$ cat src/rtl/queue_occupancy_counter.sv
// Bank queue front end: debounces the entry/exit photo-sensors, keeps a
// saturating occupancy count (Pcount) and the open-teller count (Tcount).
//
// Ports
//   clk, rst              rising-edge clock, synchronous active-high reset
//   enter_sens, exit_sens raw (clk-synchronous) door sensors
//   tcount_in, tcount_load teller-count switch and its 1-cycle capture strobe
//   Pcount, Tcount        registered occupancy (0..PMAX) and tellers (1..3)
//   empty, full           registered Pcount==0 / Pcount==PMAX
//   upd                   registered pulse after an edge that changed Pcount or Tcount
//   alarm_clr, alarm      only with QUEUE_OVERFLOW_ALARM_EN: sticky overflow flag
//
// Optional feature macro: QUEUE_OVERFLOW_ALARM_EN
module queue_occupancy_counter #(
  parameter int unsigned DEBOUNCE_CYCLES = 4,
  parameter int unsigned PMAX            = 7
) (
  input  logic       clk,
  input  logic       rst,
  input  logic       enter_sens,
  input  logic       exit_sens,
  input  logic [1:0] tcount_in,
  input  logic       tcount_load,
`ifdef QUEUE_OVERFLOW_ALARM_EN
  input  logic       alarm_clr,
  output logic       alarm,
`endif
  output logic [2:0] Pcount,
  output logic [1:0] Tcount,
  output logic       empty,
  output logic       full,
  output logic       upd
);

  localparam int unsigned PW  = 3;
  localparam int unsigned TW  = 2;
  localparam int unsigned CW  = 4;
  localparam int unsigned NS  = 2;
  localparam int unsigned ENT = 0;
  localparam int unsigned EXT = 1;

  localparam logic [CW-1:0] D_LAST = CW'(DEBOUNCE_CYCLES);
  localparam logic [PW-1:0] P_MAX  = PW'(PMAX);

  typedef enum logic [1:0] {IDLE, ARM, HELD, REL} db_state_t;

  db_state_t         state_q [NS];
  db_state_t         state_d [NS];
  logic [CW-1:0]     cnt_q   [NS];
  logic [CW-1:0]     cnt_d   [NS];
  logic [NS-1:0]     ev_q;
  logic [NS-1:0]     ev_d;
  logic [NS-1:0]     sens;
  logic [PW-1:0]     p_d;
  logic [TW-1:0]     t_d;

  assign sens = {exit_sens, enter_sens};

  // Debounce next-state: ev fires once on the accepted rising level.
  always_comb begin
    for (int i = 0; i < NS; i++) begin
      state_d[i] = state_q[i];
      cnt_d[i]   = cnt_q[i];
      ev_d[i]    = 1'b0;
      case (state_q[i])
        IDLE: begin
          if (sens[i]) begin
            if (D_LAST == CW'(1)) begin
              state_d[i] = HELD;
              cnt_d[i]   = '0;
              ev_d[i]    = 1'b1;
            end else begin
              state_d[i] = ARM;
              cnt_d[i]   = CW'(1);
            end
          end
        end
        ARM: begin
          if (!sens[i]) begin
            state_d[i] = IDLE;
            cnt_d[i]   = '0;
          end else if (cnt_q[i] + CW'(1) == D_LAST) begin
            state_d[i] = HELD;
            cnt_d[i]   = '0;
            ev_d[i]    = 1'b1;
          end else begin
            cnt_d[i] = cnt_q[i] + CW'(1);
          end
        end
        HELD: begin
          if (!sens[i]) begin
            if (D_LAST == CW'(1)) begin
              state_d[i] = IDLE;
              cnt_d[i]   = '0;
            end else begin
              state_d[i] = REL;
              cnt_d[i]   = CW'(1);
            end
          end
        end
        REL: begin
          if (sens[i]) begin
            state_d[i] = HELD;
            cnt_d[i]   = '0;
          end else if (cnt_q[i] + CW'(1) == D_LAST) begin
            state_d[i] = IDLE;
            cnt_d[i]   = '0;
          end else begin
            cnt_d[i] = cnt_q[i] + CW'(1);
          end
        end
        default: begin
          state_d[i] = IDLE;
          cnt_d[i]   = '0;
        end
      endcase
    end
  end

  // Occupancy next value; invalid half of a simultaneous pair is dropped.
  always_comb begin
    p_d = Pcount;
    case ({ev_q[ENT], ev_q[EXT]})
      2'b10: if (Pcount != P_MAX) p_d = Pcount + PW'(1);
      2'b01: if (Pcount != '0)    p_d = Pcount - PW'(1);
      2'b11: begin
        if (Pcount == '0)         p_d = PW'(1);
        else if (Pcount == P_MAX) p_d = P_MAX - PW'(1);
      end
      default: p_d = Pcount;
    endcase
  end

  // A zero teller count is not a legal setting and is ignored.
  always_comb begin
    t_d = Tcount;
    if (tcount_load && (tcount_in != '0)) t_d = tcount_in;
  end

  always_ff @(posedge clk) begin
    if (rst) begin
      for (int i = 0; i < NS; i++) begin
        state_q[i] <= IDLE;
        cnt_q[i]   <= '0;
      end
      ev_q   <= '0;
      Pcount <= '0;
      Tcount <= TW'(1);
      empty  <= 1'b1;
      full   <= 1'b0;
      upd    <= 1'b0;
    end else begin
      for (int i = 0; i < NS; i++) begin
        state_q[i] <= state_d[i];
        cnt_q[i]   <= cnt_d[i];
      end
      ev_q   <= ev_d;
      Pcount <= p_d;
      Tcount <= t_d;
      empty  <= (p_d == '0);
      full   <= (p_d == P_MAX);
      upd    <= (p_d != Pcount) || (t_d != Tcount);
    end
  end

`ifdef QUEUE_OVERFLOW_ALARM_EN
  logic overflow;

  // Any arrival event seen while full is a rejected arrival.
  assign overflow = ev_q[ENT] && (Pcount == P_MAX);

  // Sticky alarm; a new overflow beats a same-cycle clear.
  always_ff @(posedge clk) begin
    if (rst)            alarm <= 1'b0;
    else if (overflow)  alarm <= 1'b1;
    else if (alarm_clr) alarm <= 1'b0;
  end
`endif

endmodule
$ cat config.mk
export PLATFORM = sky130hd
export DESIGN_NAME = queue_occupancy_counter
export DESIGN_NICKNAME = d
export VERILOG_FILES = /design/src/rtl/queue_occupancy_counter.sv
export SDC_FILE = /design/constraint.sdc
export NUM_CORES = 1
export LEC_CHECK = 0
export BUFFER_PORTS_ARGS = -buffer_cell sky130_fd_sc_hd__buf_2
export CAP_MARGIN = 5
export CORE_AREA = 2 2 66 68
export DETAILED_ROUTE_END_ITERATION = 6
export DIE_AREA = 0 0 68 70
export GPL_TIMING_DRIVEN = 0
export PLACE_DENSITY_LB_ADDON = 0.25
export SLEW_MARGIN = 20
export SYNTH_ARGS = -nofsm -noshare
export SYNTH_HDL_FRONTEND = slang
export SYNTH_SLANG_ARGS = --single-unit
$ cat constraint.sdc
create_clock -name clk -period 2.6 [get_ports clk]
set_clock_uncertainty 0.2 [all_clocks]
set_input_delay 0.26 -clock clk [delete_from_list [all_inputs] [get_ports clk]]
set_output_delay 0.26 -clock clk [all_outputs]
set_load 0.005 [all_outputs]
==> results_dict.tcl <==
set metrics [dict create \
    cts_made_buffers 3 \
    cts_hold_buf 0 \
    ant_nets 0 \
    synth_top_area_share 0.3308 \
    drive_gt1_frac 0.1333 \
    ys_seq_area_frac 0.3308 \
    die_h_um 70 \
    fp.dieW_um 68 \
    p_leak_nw 0.6393 \
    clock-sinks 22 \
    initial_utilization 0.3213 \
    ys_ff_latch 22 \
    die_area_mm2 0.004760 \
    grt_overflow 0 \
    final_area_mm2 0.001503 \
    ys_async_sr_fraction 0 \
    arrival_ns 2.23 \
    hold_start "tcount_in[0]" \
    wl_per_cell_um 11.49 \
    synth_edf_count 0 \
    r2r_slack_ns 0.33 \
    grt_usage 0.1252 \
    rsz0062_at_grt "false" \
    root_buffer "clkbuf_8" \
    final_cell_mix "22 x dfxtp_1, 15 x buf_2, 14 x nand2_1, 14 x nor2_1, 14 x a21oi_1" \
    status "finished clean" \
    coreArea_mm2 0.004144 \
    row_count 24 \
    slew_viol_final 0 \
    diodes 0 \
    syn_inst 164 \
    ios 15 \
    grt_max_degree 12 \
    tns_ns 0 \
    whs_ns 0.06559 \
    layout_commonest_cell "dfxtp_1" \
    cts.path.max_buffers 2 \
    setup-violations-final 0 \
    avgSynthCellArea_um2 8.118 \
    synthToLayoutAreaGrowth_pct 12.88 \
    clk_latency_ns 0.26 \
    crit_required_ns 2.56 \
    crit_path_start_kind "flip-flop" \
    placed_area_mm2 0.001461 \
    synth_top_cell_by_area "dfxtp_1" \
    cts_tree "yes" \
    grt_first_pass_wirelength_um 4698 \
    drv_cap 0 \
    grt_pass1_vias 1089 \
    ys.flop_type "dfxtp_1" \
    reg2reg_to "full" \
    clkTransAtPathRegs_ns 0.08 \
    slew_headroom 0.6375 \
    final_hold_viol_count 0 \
    place.gp.congestion 0.7868 \
    dr.pass1.iters 4 \
    cts_resized 0 \
    tightest_slew_ns 0.5437 \
    place.detailed.hpwl_um 2059 \
    drc 0 \
    reg2reg_depth 7 \
    port_buffers 13 \
    period_needed_ns 2.274 \
    post_cts_buffers 0 \
    ir_worst_vdd_mv 0.2380 \
    drt_iter0_drc 63 \
    max_freq_mhz 439.7 \
    antenna_found_initial 0 \
    critPathKind "reg -> reg" \
    crit_fanout 9 \
    min_period_over_period 0.8748 \
    whs_endpoint "Tcount[0]" \
    yosys-top-cells-area "dfxtp_1 33%, ha_1 10%, a21oi_1 5.3%, nand2_1 3.9%, nor2_1 3.9%" \
    syn-cell-area_mm2 0.001331 \
    nNetsFinal 200 \
    vias_per_cell 5.310 \
    yosysWarnings 0 \
    cts_max_level 1 \
    syn_nets 182 \
    drt-total-wl_um 2666 \
    powerDensity_mw_per_mm2 524.6 \
    hold_depth 3 \
    vias 1232 \
    hold_path.class "in -> reg" \
    r2r_start "Pcount[1]" \
    synthDistinctLibCells 46 \
    end_kind "flip-flop" \
]
[synthesized netlist by cell type, drive strengths merged, types with 2 or more instances]
cell,instances
dfxtp,22
a21oi,15
nand2,14
nor2,14
ha,11
inv,9
o21ai,9
and3,6
nand3,6
a31oi,4
nand2b,4
nor2b,4
and2b,3
clkbuf,3
nand4,3
nor4,3
a22oi,2
and2,2
buf,2
mux2i,2
nand4b,2
nor3b,2
o2111ai,2
o22ai,2
o31ai,2
xor2,2
[layer usage]
metal  track usage  wire (um)  up-vias
met3       0.02415         91        2
li1              -          -      632
met5             0          0        -
met4       0.05333         24        0
met2        0.1899       1226       18
met1        0.1701       1324      580
[where the power goes]
part	switching, mW	total (mW)	internal (mW)
clock network	0.102	0.206	0.103
registers	0.0301	0.391	0.361
logic	0.109	0.192	0.0824
total	0.242	0.788	0.547
[per-stage QoR]
| stage | util | std cells | total power, mW | setup WS (ns) |
|---|---|---|---|---|
| after CTS | 0.3626 | 232 | 0.8031 | 0.3302 |
| after global placement | 0.3527 | 229 | 0.5903 | 0.2775 |
| after detailed placement | 0.3527 | 229 | 0.5935 | 0.3529 |
| after global routing | 0.3626 | 232 | 0.8544 | 0.1971 |
| after floorplan | - | 164 | 0.5390 | 0.5750 |
| final | 0.3626 | 232 | 0.7883 | 0.3256 |
[flip-flops by register name (all words and copies together) (netlist names), named ones only]
register and flops:
state_q 2, empty 1, Tcount 2, cnt_q 8, upd 1, ev_q 2
full 1, Pcount 3
[worst max-delay path by stage]
stage,startpoint,endpoint,slack [ns],cells after the start
global placement,Pcount[1],empty,0.28,7
detailed placement,Pcount[1],empty,0.35,7
CTS,Pcount[1],empty,0.33,7
global route,Pcount[1],empty,0.20,7
floorplan,Pcount[1],full,0.57,7
finish,Pcount[1],full,0.33,7
[critical path, cell delays in order, from the launching register on]
cell,delay [ns]
dfxtp_1,0.48
ha_1,0.29
and2_1,0.22
inv_1,0.06
ha_1,0.28
o221ai_1,0.26
a31oi_1,0.18
and3_1,0.20
[cell type report]
cell class	instances	area [um2]
Fill cell	444	2641
Tap cell	52	65.06
Clock buffer	3	41.29
Multi-Input combinational cell	128	835.8
Timing Repair Buffer	13	65.06
Sequential cell	22	440.4
Inverter	9	33.78
Buffer	5	21.27
[logic make-up after synthesis]
kind of cell,count (synthesis),share of synthesized area
and+or+nand+nor,68,0.2773
buffers and inverters,14,0.04135
muxes,2,0.01786
AOI/OAI and AO/OA,45,0.2162
DFF,22,0.3308
xor gates and xnor gates,2,0.01316
adders and majority gates,11,0.1034
No activity file was read; power rests on OpenSTA's default activity.
